===== config.mk =====
export PLATFORM = sky130hd
export DESIGN_NAME = arbiter_bus_lv1_lv2
export DESIGN_NICKNAME = d
export VERILOG_FILES = /design/src/rtl/arbiter_bus_lv1_lv2.sv
export SDC_FILE = /design/constraint.sdc
export NUM_CORES = 1
export LEC_CHECK = 0
export CAP_MARGIN = 10
export CORE_UTILIZATION = 60
export DETAILED_ROUTE_END_ITERATION = 7
export MAX_ROUTING_LAYER = met4
export PLACE_DENSITY = 0.85
export SLEW_MARGIN = 20
export SYNTH_ARGS = -nofsm -noshare
export SYNTH_HDL_FRONTEND = slang
export SYNTH_SLANG_ARGS = --single-unit

===== constraint.sdc =====
create_clock -name clk -period 4.8 [get_ports clk]
set_clock_uncertainty 0.2 [all_clocks]
set_input_delay 0.72 -clock clk [delete_from_list [all_inputs] [get_ports clk]]
set_output_delay 0.72 -clock clk [all_outputs]
set_load 0.05 [all_outputs]

===== src/rtl/arbiter_bus_lv1_lv2.sv =====
// Shared lv1<->lv2 bus arbiter.
// One processor-side owner at a time, picked round-robin. While the owner
// holds the bus, snoop responders on other cores are granted one at a time
// with a single idle cycle between snoop grants. A hold counter flags owners
// that keep the bus for TIMEOUT_CYC cycles; the grant itself is never revoked.
module arbiter_bus_lv1_lv2 #(
    parameter int NUM_CORES   = 4,
    parameter int CORE_ID_WID = 2,
    parameter int TIMEOUT_CYC = 1024,
    parameter int TMR_WID     = 11
) (
    input  logic                   clk,
    input  logic                   rst_n,
    input  logic [NUM_CORES-1:0]   bus_lv1_lv2_req_proc,
    input  logic [NUM_CORES-1:0]   bus_lv1_lv2_req_snoop,
    output logic [NUM_CORES-1:0]   bus_lv1_lv2_gnt_proc,
    output logic [NUM_CORES-1:0]   bus_lv1_lv2_gnt_snoop,
    output logic [CORE_ID_WID-1:0] proc_owner,
    output logic                   arb_timeout
);

    localparam logic [1:0] ST_IDLE  = 2'd0;
    localparam logic [1:0] ST_PROC  = 2'd1;
    localparam logic [1:0] ST_SNOOP = 2'd2;

    localparam logic [TMR_WID-1:0] HOLD_MAX = TMR_WID'(TIMEOUT_CYC);

    logic [1:0]             state_q,     state_d;
    logic [CORE_ID_WID-1:0] rr_ptr_q,    rr_ptr_d;
    logic [CORE_ID_WID-1:0] owner_q,     owner_d;
    logic [CORE_ID_WID-1:0] snp_q,       snp_d;      // current snoop grantee
    logic [CORE_ID_WID-1:0] snp_ptr_q,   snp_ptr_d;  // where the next snoop search starts
    logic [NUM_CORES-1:0]   gnt_proc_q,  gnt_proc_d;
    logic [NUM_CORES-1:0]   gnt_snoop_q, gnt_snoop_d;
    logic [TMR_WID-1:0]     hold_q,      hold_d;
    logic                   timeout_q,   timeout_d;
    logic [NUM_CORES-1:0]   snp_mask;

    // Index after idx, wrapping at NUM_CORES (works for non power-of-two counts).
    function automatic logic [CORE_ID_WID-1:0] next_idx(input logic [CORE_ID_WID-1:0] idx);
        return (int'(idx) == NUM_CORES - 1) ? '0 : idx + 1'b1;
    endfunction

    function automatic logic [NUM_CORES-1:0] onehot(input logic [CORE_ID_WID-1:0] idx);
        logic [NUM_CORES-1:0] r;
        for (int i = 0; i < NUM_CORES; i++) r[i] = (i == int'(idx));
        return r;
    endfunction

    // First set bit of v at or after start, wrapping; scanned backwards so the
    // closest candidate to start is the last one written.
    function automatic logic [CORE_ID_WID-1:0] rr_pick(input logic [NUM_CORES-1:0]   v,
                                                       input logic [CORE_ID_WID-1:0] start);
        logic [CORE_ID_WID-1:0] r;
        int k;
        r = '0;
        for (int i = NUM_CORES - 1; i >= 0; i--) begin
            k = (int'(start) + i) % NUM_CORES;
            if (v[k]) r = CORE_ID_WID'(k);
        end
        return r;
    endfunction

    // The owner can never be its own snoop responder.
    assign snp_mask = bus_lv1_lv2_req_snoop & ~onehot(owner_q);

    // Next-state, grant and hold-counter logic.
    always_comb begin
        state_d     = state_q;
        rr_ptr_d    = rr_ptr_q;
        owner_d     = owner_q;
        snp_d       = snp_q;
        snp_ptr_d   = snp_ptr_q;
        gnt_proc_d  = gnt_proc_q;
        gnt_snoop_d = gnt_snoop_q;
        hold_d      = hold_q;
        timeout_d   = 1'b0;

        case (state_q)
            ST_IDLE: begin
                // Snoop requests are ignored here: no snoop without an owner.
                gnt_proc_d  = '0;
                gnt_snoop_d = '0;
                hold_d      = '0;
                if (|bus_lv1_lv2_req_proc) begin
                    owner_d    = rr_pick(bus_lv1_lv2_req_proc, rr_ptr_q);
                    gnt_proc_d = onehot(owner_d);
                    snp_ptr_d  = next_idx(owner_d);
                    hold_d     = TMR_WID'(1);
                    state_d    = ST_PROC;
                end
            end
            ST_PROC: begin
                if (!bus_lv1_lv2_req_proc[owner_q]) begin
                    // Release; IDLE then serves as the one-cycle bus turnaround.
                    gnt_proc_d = '0;
                    rr_ptr_d   = next_idx(owner_q);
                    hold_d     = '0;
                    state_d    = ST_IDLE;
                end else if (|snp_mask) begin
                    snp_d       = rr_pick(snp_mask, snp_ptr_q);
                    gnt_snoop_d = onehot(snp_d);
                    state_d     = ST_SNOOP;
                end
            end
            ST_SNOOP: begin
                // The owner keeps gnt_proc until the snoop finishes, even if it
                // has already dropped its request; PROC then releases it.
                if (!bus_lv1_lv2_req_snoop[snp_q]) begin
                    gnt_snoop_d = '0;
                    snp_ptr_d   = next_idx(snp_q);
                    state_d     = ST_PROC;
                end
            end
            default: begin
                gnt_proc_d  = '0;
                gnt_snoop_d = '0;
                hold_d      = '0;
                state_d     = ST_IDLE;
            end
        endcase

        // Count grant cycles while the owner keeps the bus, saturating.
        if (state_q != ST_IDLE && (|gnt_proc_d))
            hold_d = (hold_q == HOLD_MAX) ? hold_q : hold_q + 1'b1;

        // Registered pulse lands in the grant cycle where the count first hits the limit.
        timeout_d = (|gnt_proc_d) && (hold_d == HOLD_MAX) && (hold_q != HOLD_MAX);
    end

    // State and output registers; reset drops every grant immediately.
    always_ff @(posedge clk or negedge rst_n) begin
        if (!rst_n) begin
            state_q     <= ST_IDLE;
            rr_ptr_q    <= '0;
            owner_q     <= '0;
            snp_q       <= '0;
            snp_ptr_q   <= '0;
            gnt_proc_q  <= '0;
            gnt_snoop_q <= '0;
            hold_q      <= '0;
            timeout_q   <= 1'b0;
        end else begin
            state_q     <= state_d;
            rr_ptr_q    <= rr_ptr_d;
            owner_q     <= owner_d;
            snp_q       <= snp_d;
            snp_ptr_q   <= snp_ptr_d;
            gnt_proc_q  <= gnt_proc_d;
            gnt_snoop_q <= gnt_snoop_d;
            hold_q      <= hold_d;
            timeout_q   <= timeout_d;
        end
    end

    assign bus_lv1_lv2_gnt_proc  = gnt_proc_q;
    assign bus_lv1_lv2_gnt_snoop = gnt_snoop_q;
    assign proc_owner            = owner_q;
    assign arb_timeout           = timeout_q;

endmodule


==> results of run 1 <==
## cell type report
cell class	count	area share
clock inverter	1	0.00237
multi-input combinational	148	0.483
tap	31	0.0184
sequential	30	0.355
inverter	9	0.0160
timing repair buffer	21	0.0983
clock buffer	7	0.0261
## path summary, 6_finish.rpt
kind / start / slack, ns / depth (start not counted) / endpoint
max: bus_lv1_lv2_req_proc[1] / 0.95 / 11 / arb_timeout
min: bus_lv1_lv2_gnt_snoop[1] / 0.28 / 2 / bus_lv1_lv2_gnt_snoop[1]
max reg2reg: rr_ptr_q[1] / 1.42 / 10 / arb_timeout
min reg2reg: bus_lv1_lv2_gnt_snoop[1] / 0.28 / 2 / bus_lv1_lv2_gnt_snoop[1]
max in group asynchronous: rst_n / 3.55 / 2 / bus_lv1_lv2_gnt_proc[1]
min in group asynchronous: rst_n / 0.57 / 2 / hold_q[2]
## stage by stage
stage / util / area (um2) / hold slack (ns) / std cells
final: 0.753 / 2110 / 0.283 / 247
after CTS: 0.753 / 2110 / 0.288 / 247
after detailed placement: 0.731 / 2050 / 0.269 / 239
after global routing: 0.753 / 2110 / 0.315 / 247
after global placement: 0.731 / 2050 / 0.261 / 239
after floorplan: - / 1820 / 0.224 / 189
## state kept, by name (all words and copies together), names as in the netlist
| signal | cells |
|---|---|
| snp_q | 2 |
| bus_lv1_lv2_gnt_proc | 4 |
| hold_q | 11 |
| rr_ptr_q | 2 |
| bus_lv1_lv2_gnt_snoop | 4 |
| snp_ptr_q | 2 |
| proc_owner | 2 |
| arb_timeout | 1 |
| state_q | 2 |
## Yosys cell counts, types with 2 or more instances
cell | count | share of area
nand4_1 | 6 | 0.021
nand3_1 | 8 | 0.022
a21oi_1 | 9 | 0.025
and3_1 | 2 | 0.0069
nor3_1 | 3 | 0.0083
nand2b_1 | 2 | 0.0069
inv_1 | 9 | 0.019
nor2b_1 | 8 | 0.028
xor2_1 | 7 | 0.034
a22o_1 | 5 | 0.024
mux2_2 | 2 | 0.012
o31ai_1 | 4 | 0.017
nor4b_1 | 2 | 0.0097
and2_1 | 7 | 0.024
nor4_1 | 2 | 0.0069
o21ai_0 | 9 | 0.025
a211oi_1 | 2 | 0.0083
ha_1 | 11 | 0.076
nand2_1 | 24 | 0.050
nor4_2 | 2 | 0.014
dfrtp_1 | 30 | 0.41
xnor2_1 | 2 | 0.0097
nor2_1 | 15 | 0.031
mux2i_1 | 3 | 0.017
## report_power, final
part / switching, uW / internal [uW]
Combinational: 422 / 257
Sequential: 93.5 / 325
Clock: 84.5 / 70.9
Total: 600 / 653
## routing by layer
| metal | routed length [um] | track usage | vias to the layer above |
|---|---|---|---|
| met3 | 271 | 0.0635 | 12 |
| met1 | 1790 | 0.370 | 747 |
| met4 | 96 | 0.115 | 0 |
| met5 | 0 | - | - |
| li1 | - | - | 732 |
| met2 | 1880 | 0.434 | 58 |
## worst max-delay path, cell delays in order
cell and delay [ns]:
clkdlybuf4s50_1 0.56, mux2i_1 0.10, a211oi_1 0.57, inv_1 0.14
ha_1 0.25, nor4_1 0.56, o41a_1 0.27, or3_1 0.14
xor2_1 0.20, nand4_1 0.13, nor4_2 0.23
## cells by family (layout without fill, tap and decap cells)
group	count (synthesis)	after routing	synth area share
compound gates	36	36	0.142
xor+xnor	9	9	0.0434
fa+ha+maj	11	11	0.0758
buf+inv	11	38	0.0241
flops	30	30	0.414
mux	7	7	0.0558
simple gates	85	85	0.245
==> summary.md, run 1 <==
| Metric | Value |
|---|---|
| Req. time, crit path | 4.83 ns |
| Die area | 0.00325 mm2 |
| Critical path launch point type | primary input |
| Gr usage total | 0.284 |
| Max Root-Sink Buffers | 2 |
| Multi-input gate area | 0.00102 mm2 |
| Via/cell ratio | 6.27 |
| Max-Cap Viols | 0 |
| Chip height | 57.0 um |
| Sequential Area | 751 um2 |
| Vias | 1549 |
| Status | finished, violations left |
| Post-synthesis cell count | 189 |
| Tightest Hold Check Type | reg2reg |
| RSZ-0062 raised after global routing | no |
| Clock Pin Slew Worst Setup and Hold Paths | 0.09 ns |
| WL/cell | 16.3 um |
| Fraction of layout cells with a size suffix above 1 | 0.0741 |
| Post-synth EDFFs | 0 |
| Syn Nets | 210 |
| Pwr dens | 593 mW/mm2 |
| Worst-Margin Slew | 0.863 ns |
| Top-level port count | 21 |
| Synthesis Warnings | 0 |
| Clock insertion delay at the later pin of the skew report | 0.33 ns |
| Crit path max fanout | 5 |
| Remaining DRCs | 4 |
| Final net count | 236 |
| Most common cell after layout, fill and taps aside | dfrtp_1 |
| Final worst setup slack | 0.945 ns |
| Port bufs | 20 |
| Number of clock sinks | 30 |
| Row cnt | 19 |
| First-pass GRT wire length | 6770 um |
| Fin. max-slew vios | 0 |
| Failing checks | design-rule violations |
| Width of the die | 57.0 um |
| Fmax | 0.259 GHz |
| Core ar. | 0.00281 mm2 |
| Initial core utilization | 0.647 |
| Critical path class | in2reg |
| Maximum VDD drop | 0.390 mV |
| CTS H-Tree Depth | 2 |
| Seq cells post-synth | 30 |
| Post-CTS Hold Buffers | 0 |
| Fillers | 220 |
| Final period util | 0.803 |
| Relative slew slack | 0.421 |
| Setup bufs post-CTS | 0 |
| Setup WS pre-CTS | 0.651 ns |
| Final count of hold timing violations | 0 |
| Pin count of the biggest net entering global routing | 31 |
| Async set-reset flop share out of synthesis | 1.00 |
| CP arrival | 3.88 ns |
| DRT iter0 DRCs | 90 |
| Synth Area per Inst | 9.61 um2 |
| CTS tree | built |
| Root Buffer | clkbuf_4 |
| Final min period | 3.85 ns |
| Vias in the first global route | 1455 |
| Remaining antenna violation count | 0 |
| Final setup fails | 0 |
| Layout overhead on the synthesized area | 16.3% |
| Most frequent cells in the layout | dfrtp_1 (30), nand2_1 (24), clkdlybuf4s50_1 (20), nor2_1 (15), ha_1 (11) |
| Total iterations of the first detailed-routing run | 7 |
| Mapped Area | 0.00182 mm2 |
| Initial antenna violation count | 0 |
| Total wire length | 4030 um |
| Critical path capture point type | flop |
| Gp weighted congestion | 0.968 |
| Setup TNS Final | 0 ns |
| GR Overflow Total | 0 |
| Pleak | 0.000922 uW |
| TritonCTS buffer count | 5 |
| Post-cts gate resize count | 0 |
| Netlist cell types | 39 |
| Detailed placement HPWL | 3050 um |
| Ant. Diodes | 0 |
| Post-synthesis sequential area ratio | 0.414 |
| Top_reg_cell synth | dfrtp_1 |
| Pwr Total | 1250 uW |
Note: power is estimated with default switching activity, not from simulation.
==> run 2, diff against run 1 <==
CORE_UTILIZATION = 55   (was 60)
PLACE_DENSITY = 0.79   (was 0.85)
clock period = 3.6 ns   (was 4.8 ns; I/O delays follow)
==> run 2 against run 1 <==
  * The run now ends clean
  * Cell count up 11%
  * Register-to-register slack worse by 0.95 ns
  * Sequential power up 33%
  * Sequential share of layout area down 2.1 points
  * Core utilization down 3.0 points
  * Non-clock buffer count up 15
  * Highest routed layer unchanged
==> summary.md, run 2 (synthesized netlist as in run 1, its figures left out) <==
| Metric | Value |
|---|---|
| Status | finished clean |
| Port bufs | 20 |
| TritonCTS buffer count | 5 |
| Post-cts gate resize count | 0 |
| Relative slew slack | 0.352 |
| Initial antenna violation count | 0 |
| Final period util | 0.930 |
| Post-DP Area | 0.00218 mm2 |
| Final min period | 3.35 ns |
| CTS tree | built |
| Final count of hold timing violations | 0 |
| CP arrival | 3.38 ns |
| Critical path capture point type | flop |
| Total iterations of the first detailed-routing run | 4 |
| Critical path launch point type | primary input |
| Fin cells | 273 |
| Width of the die | 59.5 um |
| Pin count of the biggest net entering global routing | 31 |
| Max Root-Sink Buffers | 2 |
| Req. time, crit path | 3.64 ns |
| Core ar. | 0.00310 mm2 |
| R2r endpoint | arb_timeout |
| Via/cell ratio | 5.78 |
| Reg-to-Reg Start | rr_ptr_q[1] |
| Setup bufs post-CTS | 0 |
| Layout overhead on the synthesized area | 23.6% |
| Remaining DRCs | 0 |
| Root Buffer | clkbuf_4 |
| Hold WS | 0.284 ns |
| RSZ-0062 raised after global routing | no |
| Worst hold path depth | 2 |
| Crit path max fanout | 5 |
| Worst hold endpoint | bus_lv1_lv2_gnt_snoop[3] |
| Row cnt | 20 |
| Most frequent cells in the layout | dfrtp_1 (30), nand2_1 (24), clkdlybuf4s50_1 (20), buf_4 (16), nor2_1 (15) |
| Tightest Hold Check Type | reg2reg |
| GR Overflow Total | 0 |
| Final net count | 251 |
| Placed Cells | 267 |
| Ant. Diodes | 0 |
| DRT iter0 DRCs | 101 |
| Maximum VDD drop | 0.425 mV |
| Gp weighted congestion | 0.949 |
| Top-level port count | 21 |
| Reg-to-reg setup timing slack | 0.47 ns |
| Hold Startpoint | bus_lv1_lv2_gnt_snoop[3] |
| Fillers | 242 |
| Total wire length | 4010 um |
| Clock insertion delay at the later pin of the skew report | 0.33 ns |
| Number of clock sinks | 30 |
| Most common cell after layout, fill and taps aside | dfrtp_1 |
| Fraction of layout cells with a size suffix above 1 | 0.140 |
| Biggest register | hold_q |
| Vias | 1578 |
| Max reg flops | 11 |
| Post-CTS Hold Buffers | 0 |
| Vias in the first global route | 1558 |
| Gr usage total | 0.271 |
| Clock Pin Slew Worst Setup and Hold Paths | 0.09 ns |
| Chip height | 59.5 um |
| Pleak | 0.000993 uW |
| Fmax | 0.299 GHz |
| Die area | 0.00353 mm2 |
| Fin. max-slew vios | 0 |
| Detailed placement HPWL | 3080 um |
| FF-to-FF path depth | 11 |
| Initial core utilization | 0.585 |
| Worst-Margin Slew | 0.964 ns |
| Critical path class | in2reg |
| WL/cell | 14.7 um |
| Max-Cap Viols | 0 |
| Pwr dens | 777 mW/mm2 |
| First-pass GRT wire length | 6930 um |
| Final setup fails | 0 |
| Final Cell Area | 0.00224 mm2 |
| CTS H-Tree Depth | 2 |
| Remaining antenna violation count | 0 |
## run 2: worst max-delay path, cell delays in order
cell             delay [ns]
clkdlybuf4s50_1        0.46
nor3b_2                0.19
a211oi_1               0.22
buf_4                  0.17
ha_1                   0.18
nor4_1                 0.06
buf_4                  0.14
o41a_1                 0.35
or4_4                  0.53
a21oi_2                0.17
nand4_1                0.14
nor4_2                 0.23
## run 2: worst max path at each step
stage	to	slack, ns	cells past startpoint	startpoint
2_1_floorplan	arb_timeout	0.52	10	bus_lv1_lv2_req_proc[0]
3_3_place_gp	arb_timeout	0.001	13	bus_lv1_lv2_req_proc[0]
3_5_place_dp	arb_timeout	-0.17	13	bus_lv1_lv2_req_proc[0]
4_1_cts	arb_timeout	0.14	13	bus_lv1_lv2_req_proc[0]
5_1_grt	arb_timeout	0.03	12	bus_lv1_lv2_req_proc[0]
6_report	arb_timeout	0.25	12	bus_lv1_lv2_req_proc[0]
## run 2: metal layers
layer / wire, um / global-route usage
met5: 0 / -
met4: 44 / 0.0986
met3: 220 / 0.0590
met2: 1870 / 0.406
met1: 1870 / 0.360
## run 2: where the power goes
part | internal, uW | switching (uW)
Clock | 87.8 | 111
Combinational | 413 | 575
Sequential | 433 | 124
Total | 934 | 810
## run 2: layout make-up
class	count	area [um2]	share of cell area
Multi-Input combinational cell	148	1030	0.460
Sequential cell	30	751	0.335
Timing Repair Buffer	36	320	0.143
Tap cell	44	55.1	0.0245
Clock buffer	6	51.3	0.0229
Inverter	9	33.8	0.0151
## run 2: stage by stage
stage                     power [uW]  utilization  TNS, ns  setup WS [ns]
final                           1740        0.723        0          0.254
after CTS                       1730        0.719        0          0.135
after detailed placement        1530        0.703   -0.174         -0.174
after global placement          1500        0.703        0        0.00108
after floorplan                 1200            -        0          0.515
after global routing            1880        0.723        0         0.0272
==> run 3, diff against run 2 <==
ABC_AREA = 1   (was not set)
CORE_UTILIZATION = 58   (was 55)
PLACE_DENSITY = 0.81   (was 0.79)
==> run 3 against run 2 <==
  * Core utilization shrank 2.6 points
  * Sequential share of layout area shrank 4.3 points
  * Combinational power grew 77%
  * Fmax grew 4.9%
  * Register-to-register slack gained 0.15 ns
  * Design area grew 15%
  * Setup slack gained 0.16 ns
  * Critical path depth grew 8
==> summary.md, run 3 <==
| Metric | Value |
|---|---|
| Worst hold path depth | 2 |
| Row cnt | 22 |
| Synth Area per Inst | 6.85 um2 |
| Reg-to-Reg Start | rr_ptr_q[0] |
| Reg-to-reg setup timing slack | 0.62 ns |
| Die area | 0.00410 mm2 |
| Total iterations of the first detailed-routing run | 5 |
| Gr usage total | 0.280 |
| Top-level port count | 21 |
| R2r endpoint | arb_timeout |
| Maximum VDD drop | 0.626 mV |
| Post-synth EDFFs | 0 |
| Post-layout util | 0.697 |
| Setup TNS Final | 0 ns |
| Pleak | 0.00133 uW |
| Relative slew slack | 0.665 |
| Ant. Diodes | 0 |
| CP arrival | 3.21 ns |
| Initial core utilization | 0.605 |
| Final count of hold timing violations | 0 |
| Most frequent cells in the layout | nand2_1 (96), inv_1 (50), dfrtp_1 (30), o21ai_0 (28), nor2_1 (27) |
| Clock Pin Slew Worst Setup and Hold Paths | 0.06 ns |
| Max-Cap Viols | 0 |
| Pwr dens | 1030 mW/mm2 |
| Number of clock sinks | 30 |
| Post-synthesis adder-cell area fraction | 0.0616 |
| Tightest Hold Check Type | reg2reg |
| Top_reg_cell synth | dfrtp_1 |
| Area leader, netlist | dfrtp_1 |
| Final period util | 0.886 |
| Gp weighted congestion | 0.947 |
| Hold WS | 0.296 ns |
| Clock insertion delay at the later pin of the skew report | 0.29 ns |
| Fraction of layout cells with a size suffix above 1 | 0.0852 |
| Syn Nets | 347 |
| Hold Startpoint | bus_lv1_lv2_gnt_snoop[1] |
| Synth cell count leaders | nand2_1 (96), inv_1 (50), dfrtp_1 (30) |
| Synth top area share | 0.336 |
| Async set-reset flop share out of synthesis | 1.00 |
| CTS H-Tree Depth | 2 |
| Critical path capture point type | flop |
| Chip height | 64.1 um |
| Worst hold endpoint | bus_lv1_lv2_gnt_snoop[1] |
| CTS tree | built |
| Crit path max fanout | 12 |
| Pin count of the biggest net entering global routing | 31 |
| Multiplexer area fraction after synthesis | 0.00448 |
| Max Root-Sink Buffers | 2 |
| Netlist cell types | 30 |
| Status | finished clean |
| Critical path launch point type | primary input |
| Remaining antenna violation count | 0 |
| Max reg flops | 11 |
| Mapped Area | 0.00223 mm2 |
| Post-synthesis sequential area ratio | 0.336 |
| Final net count | 372 |
| Synthesis Warnings | 0 |
| Pwr Total | 2640 uW |
| Initial antenna violation count | 0 |
| Largest family of logic cells by synthesized area | simple AND/OR/NAND/NOR gates |
| RSZ-0062 raised after global routing | no |
| Seq cells post-synth | 30 |
| First-pass GRT wire length | 8610 um |
| Root Buffer | clkbuf_8 |
| Fin. max-slew vios | 0 |
| Via/cell ratio | 5.25 |
| Core ar. | 0.00369 mm2 |
| Most common cell after layout, fill and taps aside | nand2_1 |
| FF-to-FF path depth | 19 |
| DRT iter0 DRCs | 140 |
| Most common cell in the netlist | nand2_1 |
| Simple-Gate Fraction of Synth Area | 0.364 |
| Vias in the first global route | 2041 |
| Biggest register | hold_q |
| Req. time, crit path | 3.62 ns |
| Port bufs | 20 |
| Post-Synth XOR/XNOR Area | 0.0353 |
| Layout overhead on the synthesized area | 15.1% |
| Width of the die | 64.1 um |
| Final min period | 3.19 ns |
| Detailed placement HPWL | 3640 um |
| Fmax | 0.313 GHz |
| WL/cell | 12.1 um |
| Final setup fails | 0 |
| TritonCTS buffer count | 5 |
| Synth area leaders | dfrtp_1 (34%), nand2_1 (16%), inv_1 (8.4%) |
| Post-DP Area | 0.00246 mm2 |
| GR Overflow Total | 0 |
| Post-synthesis cell count | 326 |
| Remaining DRCs | 0 |
| Total wire length | 4840 um |
| Final Cell Area | 0.00257 mm2 |
| Vias | 2099 |
| Critical path class | in2reg |
| Worst-Margin Slew | 0.501 ns |
| Compound-Gate Fraction of Synth Area | 0.0902 |
[run 3: cell types whose count changed in the layout (fill, tap and decap cells not counted), moves of 5 or more]
cell | previous run | this run
nand2_1 | 24 | 96
inv_1 | 9 | 50
o21ai_0 | 9 | 28
buf_4 | 16 | 2
nand3_1 | 8 | 21
nor2_1 | 15 | 27
nor2b_1 | 8 | 0
and2_1 | 7 | 0
nand3_2 | 0 | 6
a21oi_1 | 9 | 4
a22o_1 | 5 | 0
clkbuf_4 | 5 | 0
clkbuf_8 | 1 | 6
[run 3: cell type report]
cell class,instances,area (um2)
Multi-Input combinational cell,238,1250
Fill cell,336,1120
Inverter,54,203
Tap cell,48,60.1
Clock inverter,1,5.00
Sequential cell,30,751
Timing Repair Buffer,22,215
Clock buffer,7,86.3
[run 3: power by group]
part	internal, uW	switching [uW]	total [uW]
logic	582	1160	1750
clock network	154	125	279
registers	471	148	619
total	1210	1440	2640
[run 3: worst max-delay path by stage]
stage,start,to,slack [ns],cells after the start
floorplan,bus_lv1_lv2_req_proc[3],arb_timeout,0.93,21
global placement,bus_lv1_lv2_req_proc[3],arb_timeout,0.16,21
detailed placement,bus_lv1_lv2_req_proc[3],arb_timeout,0.07,21
CTS,bus_lv1_lv2_req_proc[3],arb_timeout,0.37,21
global route,bus_lv1_lv2_req_proc[3],arb_timeout,0.06,24
finish,bus_lv1_lv2_req_proc[3],arb_timeout,0.41,20
[run 3: cell families after synthesis]
| logic type | after synthesis |
|---|---|
| AO/OA/AOI/OAI | 38 |
| XOR/XNOR | 9 |
| adder cells (fa/ha/maj) | 11 |
| buffers and inverters | 59 |
| flip-flops | 30 |
| multiplexers | 1 |
| AND/OR/NAND/NOR | 178 |
[run 3: critical path, cell delays in order]
cell             delay [ns]
clkdlybuf4s50_1        0.49
inv_1                  0.08
nand2_1                0.05
o21ai_0                0.12
or2_2                  0.31
nand3_1                0.08
nand2_1                0.05
nand2_1                0.11
inv_1                  0.09
ha_1                   0.20
nand3_1                0.08
nand3_1                0.12
nor2_2                 0.16
nand2_4                0.13
nand2_4                0.13
buf_4                  0.12
nand2_1                0.04
nand2_1                0.07
nand4_1                0.12
nor2_2                 0.11
[run 3: timing repair]
action,CTS,global route
hold buffers,0,0
setup buffers,0,1
gates resized for setup,0,1
setup endpoints to repair,0,1
[run 3: stage by stage]
stage               instances  worst slack, ns
CTS                       398            0.366
global placement          390            0.157
floorplan                 326            0.926
global route              400           0.0588
finish                    400            0.409
detailed placement        390           0.0723
[run 3: routing by layer]
metal,share of wire,global-route usage,up-vias
li1,-,-,1088
met1,0.46,0.326,966
met2,0.50,0.468,38
met3,0.027,0.0518,7
met4,0.016,0.128,0
met5,0,-,-
==> RTL change 1: new RTL, flow settings as in run 3 <==
Take the reset off `hold_q` and load it in a clocked block of its own.
--- a/src/rtl/arbiter_bus_lv1_lv2.sv
+++ b/src/rtl/arbiter_bus_lv1_lv2.sv
@@ -138,7 +138,6 @@
             snp_ptr_q   <= '0;
             gnt_proc_q  <= '0;
             gnt_snoop_q <= '0;
-            hold_q      <= '0;
             timeout_q   <= 1'b0;
         end else begin
             state_q     <= state_d;
@@ -148,9 +147,12 @@
             snp_ptr_q   <= snp_ptr_d;
             gnt_proc_q  <= gnt_proc_d;
             gnt_snoop_q <= gnt_snoop_d;
-            hold_q      <= hold_d;
             timeout_q   <= timeout_d;
         end
+    end
+
+    always_ff @(posedge clk) begin
+        hold_q <= hold_d;
     end
 
     assign bus_lv1_lv2_gnt_proc  = gnt_proc_q;
Formal check against the unedited RTL: same outputs for any inputs over 4 cycles, from zero or initial values and one cycle with rst_n low; that may be too few to reach the edited logic, so the function may still have changed.
==> RTL change 1 against run 3 <==
  * Worst hold slack got worse by 0.010 ns
  * Synthesized cell count did not move
  * Critical path type unchanged
  * Worst setup slack got worse by 0.073 ns
  * Sequential cell count did not move
  * Global-route usage fell by 0.93 points
  * Count of clock-buffer cells in the layout rose by 1
  * Area after synthesis fell by 2.5%
  * Design area fell by 3.3%
  * Routed wire length fell by 2.3%
  * Highest routed layer unchanged
  * Power fell by 3.1%
==> RTL change 1: results (changes against run 3) <==
| Metric | Value |
|---|---|
| Post-Synth XOR/XNOR Area | 0.0362 (+0.000892) |
| Status | complete, no violations |
| FFs w/ async S/R, synth | 0.633 (-0.367) |
| Placed inst area | 0.00240 sq mm (-2.6%) |
| Largest net degree at the start of global routing | 20 (-35%) |
| Lkg Pwr | 1.27 nW (-5.2%) |
| Worst hold slack | 0.285 ns (-0.0105 ns) |
| GRT met3 Usage | 0.0580 (+0.00619) |
| Detailed Place HPWL | 3730 um (+2.4%) |
| Post-synthesis mux area share | 0.00460 (+0.000113) |
| Hold Crit Start | bus_lv1_lv2_gnt_snoop[2] |
| First-pass GRT wire length | 8380 um (-2.7%) |
| M2 GR Usage | 0.468 (about the same) |
| Hold Path End | bus_lv1_lv2_gnt_snoop[2] |
| Worst R2R Path Depth | 18 (-1) |
| Crit. Startpoint | bus_lv1_lv2_req_proc[0] |
| Synth top area cells | dfrtp_1, nand2_1, dfxtp_1 |
| Met1 WL | 2130 um (-3.8%) |
| GRT Total Usage | 0.271 (-0.00930) |
| Fill cell count | 305 (-9.2%) |
| Post-synthesis compound-gate area fraction | 0.0925 (+0.00228) |
| CP max stage delay | 0.55 ns (+0.06 ns) |
| Routed wl met2 | 2340 um (-3.5%) |
| Vias in the first global route | 1,977 (-3.1%) |
| GRT met1 Usage | 0.311 (-0.0151) |
| Design area | 0.00249 sq mm (-3.3%) |
| DR iter-0 viols | 124 (-11%) |
| Net count, final | 369 (-0.81%) |
| Drt pass-1 iters | 4 (-1) |
| Layout cells sized above 1 | 0.0745 (-0.0107) |
| Sequential fraction of the synthesis area | 0.319 (-0.0168) |
| R2r setup slk | 0.54 ns (-0.08 ns) |
| Via count | 2,078 (-1.0%) |
| Slew margin rel. | 0.396 (-0.269) |
==> RTL change 1: cell count changes in the layout (fill, tap and decap cells not counted) <==
cell      before  now
buf_4          2    0
clkbuf_1       1    2
clkinv_2       1    0
dfrtp_1       30   19
dfxtp_1        0   11
nand2_4        2    1
==> RTL change 1: metrics by stage <==
step	std cells	worst slack [ns]
5_1_grt	395	0.0122
4_1_cts	395	0.351
6_report	395	0.336
2_1_floorplan	326	0.926
3_3_place_gp	387	0.202
3_5_place_dp	387	0.0680
==> RTL change 1: cell type report <==
| cell class | count | share of cell area |
|---|---|---|
| Multi-Input combinational cell | 237 | 0.499 |
| Sequential cell | 30 | 0.280 |
| Inverter | 54 | 0.0815 |
| Timing Repair Buffer | 20 | 0.0805 |
| Clock buffer | 8 | 0.0362 |
| Tap cell | 46 | 0.0232 |
==> RTL change 1: power breakdown <==
group          internal (mW)  switching [mW]
Combinational          0.547            1.12
Sequential             0.471           0.147
Clock                  0.156           0.118
Total                   1.17            1.39
==> RTL change 2: new RTL, flow settings as in run 3 <==
Made on the original files. Change the parameter `CORE_ID_WID` from 2 to 1.
--- a/src/rtl/arbiter_bus_lv1_lv2.sv
+++ b/src/rtl/arbiter_bus_lv1_lv2.sv
@@ -5,7 +5,7 @@
 // that keep the bus for TIMEOUT_CYC cycles; the grant itself is never revoked.
 module arbiter_bus_lv1_lv2 #(
     parameter int NUM_CORES   = 4,
-    parameter int CORE_ID_WID = 2,
+    parameter int CORE_ID_WID = 1,
     parameter int TIMEOUT_CYC = 1024,
     parameter int TMR_WID     = 11
 ) (
Interface: changed (resized proc_owner); port bits go from 21 to 20. No check against the original RTL was run, so the function may have changed too.
==> RTL change 2 against run 3 <==
  * The run now ends with hold timing left
  * Sequential cell count decreased by 6
  * Worst setup slack improved by 0.74 ns
  * Design area fell by 30%
  * Power shrank 52%
  * Routed wire length is 29% lower
  * Area after synthesis is 29% lower
  * Clock power fell by 58%
  * Critical path type unchanged
==> RTL change 2: results (changes against run 3) <==
| Metric | Value |
|---|---|
| Status | finished with violations |
| Violated checks | hold timing |
| I/O Buffers | 17 (-15%) |
| DR iter-0 viols | 47 (-66%) |
| R2r setup slk | 1.29 ns (+0.67 ns) |
| Tmin final | 2.45 ns (-0.737 ns) |
| Worst skew pair latency | 0.31 ns (+0.02 ns) |
| Final hold vios | 24 (+24) |
| Clock slew at reported path FFs | 0.13 ns (+0.07 ns) |
| Worst R2R Start | state_q[1] |
| Lkg Pwr | 0.906 nW (-32%) |
| GRT Total Usage | 0.280 (-0.000296) |
| Via count | 1,411 (-33%) |
| CTS buffer count | 3 (-2) |
| Cell count after placement | 264 (-32%) |
| Synth top area cells | dfrtp_1, nand2_1, inv_1 |
| Clock root buffer | clkbuf_4 |
| Drt pass-1 iters | 4 (-1) |
| Crit path arrival time | 2.50 ns (-0.71 ns) |
| Mean Syn Cell Area | 7.24 sq um (+5.7%) |
| Sequential fraction of the synthesis area | 0.377 (+0.0409) |
| Worst hold slack | -0.00874 ns (-0.304 ns) |
| Worst path depth | 15 (-25%) |
| Synth top cells by count | nand2_1, inv_1, nor2_1 |
| Synth top area share | 0.377 (+0.0409) |
| Largest net degree at the start of global routing | 25 (-19%) |
| Crit. Startpoint | bus_lv1_lv2_req_proc[0] |
| Worst R2R Path Depth | 12 (-7) |
| Net count, final | 251 (-33%) |
| Path type of the worst min-delay path | in2async |
| Layout cells sized above 1 | 0.110 (+0.0245) |
| DR WL/cell | 12.9 um (+6.7%) |
-- RTL change 2: cell types whose count changed after synthesis, sizes merged, moves of 3 or more --
cell	change
nand3	-7
ha	-9
nand3b	-3
nand2	-40
dfrtp	-6
inv	-16
o21ai	-19
nand4	-7
-- RTL change 2: worst min-delay path by stage --
stage	slack, ns	endpoint	start
after detailed placement	0.28	snp_ptr_q	snp_ptr_q
after global routing	0.03	bus_lv1_lv2_gnt_snoop[0]	rst_n
after CTS	0.31	snp_ptr_q	snp_ptr_q
final	-0.009	hold_q[1]	rst_n
after global placement	0.28	snp_ptr_q	snp_ptr_q
after floorplan	0.04	arb_timeout	rst_n
-- RTL change 2: cells by family after synthesis --
kind of cell	share of synthesized area
compound gates	0.0762
xor+xnor	0.0495
fa+ha+maj	0.0157
buf+inv	0.111
flops	0.377
other cells	0.00235
simple gates	0.368
-- RTL change 2: layout make-up --
cell class                      count  share of cell area
Timing Repair Buffer               17              0.0924
Sequential cell                    24               0.336
Tap cell                           30              0.0210
Multi-Input combinational cell    155               0.458
Clock buffer                        3              0.0126
Inverter                           38              0.0798
-- RTL change 2: power breakdown --
group,switching [mW],internal [mW]
Sequential,0.0646,0.341
Combinational,0.517,0.233
Clock,0.0779,0.0391
-- RTL change 2: per-layer routing --
metal	track usage	wire length (um)	up-vias
met2	0.437	1600	48
met3	0.0361	215	4
met1	0.382	1600	643
met4	0.0726	26	0
met5	-	0	-
li1	-	-	716
-- RTL change 2: metrics by stage --
step	cell area [sq um]	power [mW]
after CTS	1790	1.27
after floorplan	1600	0.984
after detailed placement	1770	1.16
after global routing	1790	1.37
final	1790	1.27
after global placement	1770	1.14
